## config.mk

```make
export PLATFORM = sky130hd
export DESIGN_NAME = dmem_arbiter
export DESIGN_NICKNAME = d
export VERILOG_FILES = /design/src/rtl/dmem_arbiter.sv
export SDC_FILE = /design/constraint.sdc
export NUM_CORES = 1
export LEC_CHECK = 0
export CORE_MARGIN = 2
export CORE_UTILIZATION = 44
export CTS_CLUSTER_DIAMETER = 50
export DETAILED_ROUTE_END_ITERATION = 6
export PLACE_DENSITY = 0.87
export SLEW_MARGIN = 20
export SYNTH_ARGS = -nofsm -noshare
export SYNTH_HDL_FRONTEND = slang
export SYNTH_SLANG_ARGS = --single-unit
```

## constraint.sdc

```tcl
create_clock -name clk_i -period 3.5 [get_ports clk_i]
set_input_delay 0.525 -clock clk_i [delete_from_list [all_inputs] [get_ports clk_i]]
set_output_delay 0.525 -clock clk_i [all_outputs]
set_load 0.05 [all_outputs]
```

## src/rtl/dmem_arbiter.sv

```systemverilog
// Two-port data-memory arbiter: CPU (port 0) and loader/DMA (port 1) share one memory.
// Define DMEM_ARB_RR_EN for round-robin ties; otherwise port 0 always wins a tie.
`timescale 1ns/1ps

module dmem_arbiter (
   input  logic        clk_i,
   input  logic        rst_ni,
   input  logic        m0_req_i,
   input  logic        m0_we_i,
   input  logic [10:0] m0_addr_i,
   input  logic [31:0] m0_wdata_i,
   input  logic [1:0]  m0_lsHB_i,
   input  logic        m0_lU_i,
   output logic        m0_ack_o,
   output logic [31:0] m0_rdata_o,
   input  logic        m1_req_i,
   input  logic        m1_we_i,
   input  logic [10:0] m1_addr_i,
   input  logic [31:0] m1_wdata_i,
   input  logic [1:0]  m1_lsHB_i,
   input  logic        m1_lU_i,
   output logic        m1_ack_o,
   output logic [31:0] m1_rdata_o,
   output logic        cpu_stall_o,
   output logic        mem_rd_o,
   output logic        mem_wr_o,
   output logic [10:0] mem_addr_o,
   output logic [31:0] mem_wdata_o,
   output logic [1:0]  mem_lsHB_o,
   output logic        mem_lU_o,
   input  logic [31:0] mem_rdata_i
);

   typedef enum logic [1:0] {IDLE, ACC0, ACC1} state_t;

`ifdef DMEM_ARB_RR_EN
   localparam logic RrEn = 1'b1;
`else
   localparam logic RrEn = 1'b0;
`endif

   state_t      state_q, state_d;
   logic        we_q, lU_q, lastGrant_q;
   logic [10:0] addr_q;
   logic [31:0] wdata_q;
   logic [1:0]  lsHB_q;
   logic        m0Ack_q, m1Ack_q;
   logic [31:0] m0Rdata_q, m1Rdata_q;

   logic        elig0, elig1, tieTo1, capture, grant1;

   // A port whose ack is showing this cycle is not re-granted on its still-held request.
   always_comb begin
      state_d = state_q;
      capture = 1'b0;
      grant1  = 1'b0;
      elig0   = m0_req_i & ~m0Ack_q;
      elig1   = m1_req_i & ~m1Ack_q;
      tieTo1  = RrEn & ~lastGrant_q;
      case (state_q)
         IDLE: begin
            if (elig0 | elig1) begin
               capture = 1'b1;
               grant1  = elig1 & (~elig0 | tieTo1);
               state_d = grant1 ? ACC1 : ACC0;
            end
         end
         ACC0, ACC1: state_d = IDLE;
         default:    state_d = IDLE;
      endcase
   end

   always_ff @(posedge clk_i or negedge rst_ni) begin
      if (!rst_ni) state_q <= IDLE;
      else         state_q <= state_d;
   end

   // Holding registers latch the granted request; acks and read data register on leaving ACCn.
   always_ff @(posedge clk_i or negedge rst_ni) begin
      if (!rst_ni) begin
         we_q        <= 1'b0;
         addr_q      <= '0;
         wdata_q     <= '0;
         lsHB_q      <= '0;
         lU_q        <= 1'b0;
         lastGrant_q <= 1'b1;
         m0Ack_q     <= 1'b0;
         m1Ack_q     <= 1'b0;
         m0Rdata_q   <= '0;
         m1Rdata_q   <= '0;
      end else begin
         m0Ack_q <= 1'b0;
         m1Ack_q <= 1'b0;
         if (capture) begin
            we_q        <= grant1 ? m1_we_i    : m0_we_i;
            addr_q      <= grant1 ? m1_addr_i  : m0_addr_i;
            wdata_q     <= grant1 ? m1_wdata_i : m0_wdata_i;
            lsHB_q      <= grant1 ? m1_lsHB_i  : m0_lsHB_i;
            lU_q        <= grant1 ? m1_lU_i    : m0_lU_i;
            lastGrant_q <= grant1;
         end
         if (state_q == ACC0) begin
            m0Ack_q <= 1'b1;
            if (!we_q) m0Rdata_q <= mem_rdata_i;
         end
         if (state_q == ACC1) begin
            m1Ack_q <= 1'b1;
            if (!we_q) m1Rdata_q <= mem_rdata_i;
         end
      end
   end

   assign mem_rd_o    = (state_q != IDLE) & ~we_q;
   assign mem_wr_o    = (state_q != IDLE) & we_q;
   assign mem_addr_o  = addr_q;
   assign mem_wdata_o = wdata_q;
   assign mem_lsHB_o  = lsHB_q;
   assign mem_lU_o    = lU_q;
   assign m0_ack_o    = m0Ack_q;
   assign m1_ack_o    = m1Ack_q;
   assign m0_rdata_o  = m0Rdata_q;
   assign m1_rdata_o  = m1Rdata_q;
   assign cpu_stall_o = m0_req_i & ~m0Ack_q;

endmodule

```

==> results.toml, run 1 <==
[clock_tree]
cts_buffers = 17
post_cts_buffers = 0
ctsResizeCount = 0
clock_latency_ps = 520
clk_pin_slew_ps = 60
cts_buffer_depth = 2
cts_tree = "yes"
ctsHoldBuffers = 0
root_buffer = "clkbuf_8"
clock_sinks = 115
cts_max_level = 4

[pwr]
vdd_ir_drop_max_mv = 0.807
leakage_uw = 0.00331
power.density_nw_per_um2 = 1130

[critical_path]
max_stage_delay_ps = 840
cp-start-kind = "register"
cp-end-kind = "output port"
worstPathArrival_ps = 2070
critPathSlowestCell = "clkdlybuf4s50_1"
crit_chain = "nor2_1, nor2b_1, clkdlybuf4s50_1"
cp.required_ps = 2970
critPathKind = "register to output port"
critical_path_peak_fanout = 5
rrSetupSlack_ps = 1370

[layout]
diodes = 0
final_util = 0.741
layout-drive-gt1-share = 0.124
finalNetCount = 732
area_growth_pct = 63.8
seq_area_sq_um = 2880
nFillCells = 711
multi_input_area_sq_um = 1850

[hold_path]
hold_class = "primary input to async pin"

[die]
dieHeight_um = 110
core_sq_um = 10900
boundaryPins = 245
initial_utilization = 0.452
dieArea_sq_um = 12100
die_w_um = 110
rows = 38

[synth]
ys_ff_latch = 115
yosysWarnings = 0
syn-num-nets = 496
post_synth_instance_area_sq_um = 4920
yosysTopAreaCell = "dfrtp_1"
avgSynthCellArea_sq_um = 13.5
synth_area_leaders = "dfrtp_1 58%, mux2_4 9.1%, a21oi_1 8.7%"
netlist.area_leader.share = 0.584
ys_seq_area_frac = 0.584
synth_cell_type_count = 18
synth_cells = 366

[global_route]
grt_max_degree = 93
grt_use_total = 0.251
antenna_found_initial = 0
gr-total-overflow = 0
grt_first_pass_wirelength_um = 22400
grt_pass1_vias = 4165

[drt]
ant_nets = 0
via_per_inst = 5.40
first_pass_iters = 4
via_count = 4075
drc = 0
drt_iter0_drc = 241
wirelength_um = 14900
wl_per_cell_um = 19.7

[timing]
hold_viol = 0
rsz0062_at_grt = "false"
worst_pin_slew_ps = 1100
post-route-period-util = 0.741
clock.fmax_mhz = 386
clock_skew_ps = 7.65
setup_tns_ps = 0
fin_crit_ps = 2590
slew_headroom = 0.270
setup_viol = 0
slew_violations = 0

[job]
maxCapViolations = 0

[placed_design]
place_hpwl_um = 10200
port_buffers = 244
gp_congestion = 0.724

[run_status]
status = "completed"
layer usage:
metal	routed length, um	share of wire	vias to the layer above	track usage
met4	430	0.029	0	0.116
met5	0	0	-	0
met2	7820	0.53	189	0.431
met1	5640	0.38	2026	0.285
met3	1010	0.068	31	0.0759
li1	-	-	1829	-
power breakdown:
group          switching (uW)  leakage (uW)  internal, uW
logic                    3070       0.00160          1740
registers                 389       0.00139          1950
clock network             619      0.000321          1310
total                    4080       0.00331          5000
cell families (layout without fill, tap and decap cells):
kind of cell	after synthesis	after routing	synth area share
AO/OA/AOI/OAI	141	141	0.181
buffers and inverters	34	283	0.0460
flip-flops	115	115	0.584
multiplexers	64	64	0.169
AND/OR/NAND/NOR	12	12	0.0193
flip-flops by register name, indices dropped and copies added, names as in the netlist, 2 cells and up:
name,flops
state_q,2
mem_wdata_o,32
m0_rdata_o,32
m1_rdata_o,32
mem_addr_o,11
mem_lsHB_o,2
per-stage QoR:
step | instances | hold WS, ps | area (sq um) | worst slack, ps | power [uW]
5_1_grt | 755 | 125 | 8070 | 800 | 9420
6_report | 755 | 89.6 | 8070 | 908 | 9080
3_3_place_gp | 722 | 467 | 7380 | 1060 | 7030
4_1_cts | 754 | 262 | 8050 | 862 | 9130
2_1_floorplan | 366 | 229 | 4920 | 1690 | 5430
3_5_place_dp | 722 | 473 | 7380 | 991 | 7130
worst paths after layout:
path                                     from             end  cells after the start
worst max-delay path               state_q[1]        mem_wr_o                      3
worst min-delay path                   rst_ni   m0_rdata_o[2]                      1
worst max register to register     state_q[0]   m0_rdata_o[3]                      3
worst min register to register  m1_rdata_o[0]   m1_rdata_o[0]                      1
max in group asynchronous              rst_ni  m0_rdata_o[25]                      2
min in group clk_i              m1_rdata_o[0]   m1_rdata_o[0]                      1
critical path, delay by kind of cell, from the launching register on:
family / cells / cell delay, ps
buffers and inverters: 1 / 840
flip-flops: 1 / 490
AND/OR/NAND/NOR: 2 / 230
synthesized netlist by cell type:
master / count
dfrtp_1: 115
a21oi_1: 86
o2bb2ai_1: 47
mux2_1: 34
mux2_4: 30
buf_2: 10
buf_4: 9
o22ai_1: 8
buf_6: 7
clkbuf_1: 7
nor2b_1: 4
nor2_1: 3
and2_1: 1
and2b_1: 1
clkinv_1: 1
nand2b_1: 1
nor4b_2: 1
nor4b_4: 1
area by class of cell:
type                            count  share of cell area
Clock buffer                       21              0.0581
Clock inverter                     11              0.0243
Inverter                            1            0.000465
Multi-Input combinational cell    217               0.229
Sequential cell                   115               0.357
Tap cell                          140              0.0217
Timing Repair Buffer              250               0.310
cell usage in the layout, fill, tap and decap left out, types with 2 or more instances in the layout:
| cell | count |
|---|---|
| clkinvlp_4 | 2 |
| a21oi_1 | 86 |
| mux2_1 | 34 |
| clkbuf_16 | 16 |
| nor4b_4 | 2 |
| bufinv_16 | 5 |
| nor2_1 | 2 |
| nor2b_1 | 3 |
| buf_4 | 6 |
| clkdlybuf4s50_1 | 242 |
| o22ai_1 | 8 |
| o2bb2ai_1 | 47 |
| inv_6 | 2 |
| dfrtp_1 | 115 |
| clkbuf_8 | 5 |
| mux2_4 | 30 |
Power figures use the tool's default switching activity.
==> run 2, diff against run 1 <==
CORE_UTILIZATION = 37   (was 44)
PLACE_DENSITY = 0.78   (was 0.87)
clock period = 2.2 ns   (was 3.5 ns; I/O delays follow)
==> run 2 against run 1 <==
Non-clock buffer count increased by 7; via count decreased by 1.5%; critical endpoint is now m0_ack_o; clock power increased by 35%; total power increased by 54%; global-route usage decreased by 4.0 points; largest power group unchanged.
==> results.toml, run 2 (synthesized netlist as in run 1, its figures left out) <==
[pwr]
leakage_uw = 0.00332
power.density_nw_per_um2 = 1720
totalPowerFinal_uw = 14000
vdd_ir_drop_max_mv = 0.806

[critical_path]
critPathKind = "register to output port"
max_stage_delay_ps = 850
cp.required_ps = 1870
path_delay_family = "buffers and inverters"
crit_chain = "clkdlybuf4s50_1"
worstPathArrival_ps = 1670
cp-start-kind = "register"
critical_path_peak_fanout = 3
cp-end-kind = "output port"
crit_buf_inv = 1
critPathSlowestCell = "clkdlybuf4s50_1"

[layout]
multi_input_area_sq_um = 1850
layout-drive-gt1-share = 0.132
finalNetCount = 739
final_common_cell = "clkdlybuf4s50_1"
nFillCells = 1021
area_growth_pct = 65.0
stdcell_area_sq_um = 8120
layout_common_cells = "240 x clkdlybuf4s50_1, 115 x dfrtp_1, 86 x a21oi_1"
final_util = 0.618
seq_area_sq_um = 2880
diodes = 0

[timing]
worst_pin_slew_ps = 559
slew_headroom = 0.626
setup_tns_ps = 0
fin_crit_ps = 2000
rsz0062_at_grt = "false"
clock.fmax_mhz = 499
post-route-period-util = 0.911
clock_skew_ps = 5.37
whs_ps = 401
hold_viol = 0
setup_viol = 0
slew_violations = 0

[hold_path]
hold_class = "primary input to async pin"

[drt]
drt_iter0_drc = 259
wl_per_cell_um = 18.1
via_per_inst = 5.03
wirelength_um = 14400
via_count = 4013
first_pass_iters = 4
drc = 0
ant_nets = 0

[run_status]
status = "completed"

[clock_tree]
clock_latency_ps = 410
root_buffer = "clkbuf_16"
clock_sinks = 115
cts_buffer_depth = 2
ctsResizeCount = 0
post_cts_buffers = 0
cts_buffers = 17
cts_max_level = 4
cts_tree = "yes"
clk_pin_slew_ps = 50

[job]
maxCapViolations = 0

[global_route]
antenna_found_initial = 0
grt_max_degree = 88
grt_first_pass_wirelength_um = 22900
grt_use_total = 0.210
gr-total-overflow = 0
grt_pass1_vias = 4262

[die]
rows = 42
initial_utilization = 0.375
dieHeight_um = 119
dieArea_sq_um = 14200
die_w_um = 119
boundaryPins = 245
core_sq_um = 13100

[placed_design]
placed_area_sq_um = 7550
place_hpwl_um = 10300
gp_congestion = 0.802
port_buffers = 244
run 2: cell types whose count changed in the layout (fill, tap and decap cells not counted), moves of 4 or more:
cell,previous run,this run
buf_12,1,6
clkinv_2,1,5
buf_4,6,10
bufinv_16,5,1
run 2: cell type report:
type | count | share of cell area
Sequential cell | 115 | 0.354
Timing Repair Buffer | 257 | 0.321
Multi-Input combinational cell | 217 | 0.227
Clock buffer | 23 | 0.0601
Tap cell | 176 | 0.0271
Clock inverter | 9 | 0.00970
Inverter | 1 | 0.000462
run 2: stage by stage:
stage                     worst slack [ps]  cells
after floorplan                        397    366
after global placement                 318    765
after detailed placement               288    765
after CTS                              162    798
after global routing                   120    798
final                                  197    798
run 2: what timing repair did:
| action | CTS | global route |
|---|---|---|
| hold buffers | 1 | 0 |
| hold endpoints to repair | 30 | 0 |
| endpoints found under the setup margin | 0 | 0 |
run 2: worst register-to-register path, cell delays in order, from the launching register on:
cell and delay (ps):
dfrtp_1 460, nor4b_4 400, buf_4 240, nor2_4 50, buf_4 230, o2bb2ai_1 180
run 2: routing by layer:
layer,part of all wire,GRT usage,up-vias
met4,0.025,0.0890,0
met2,0.48,0.337,194
met3,0.078,0.0661,32
met5,0,0,-
li1,-,-,1843
met1,0.42,0.263,1944
run 2: final timing paths:
path / cells after the start / startpoint / slack (ps) / end
worst min-delay path: 2 / rst_ni / 400 / m1_rdata_o[19]
min in group clk_i: 1 / m0_rdata_o[5] / 480 / m0_rdata_o[5]
worst max register to register: 5 / state_q[1] / 530 / mem_wdata_o[16]
worst min register to register: 1 / m0_rdata_o[5] / 480 / m0_rdata_o[5]
max in group asynchronous: 3 / rst_ni / 1120 / mem_wdata_o[16]
worst max-delay path: 1 / m0_ack_o / 200 / m0_ack_o
run 2: where the power goes:
part / internal [uW] / switching, uW
registers: 3100 / 600
clock network: 1660 / 952
logic: 2820 / 4850
==> run 3, diff against run 2 <==
HOLD_SLACK_MARGIN = 0.08   (was default)
==> results of run 3 <==
The final DEF is identical to that of run 2; final timing and power are the same.
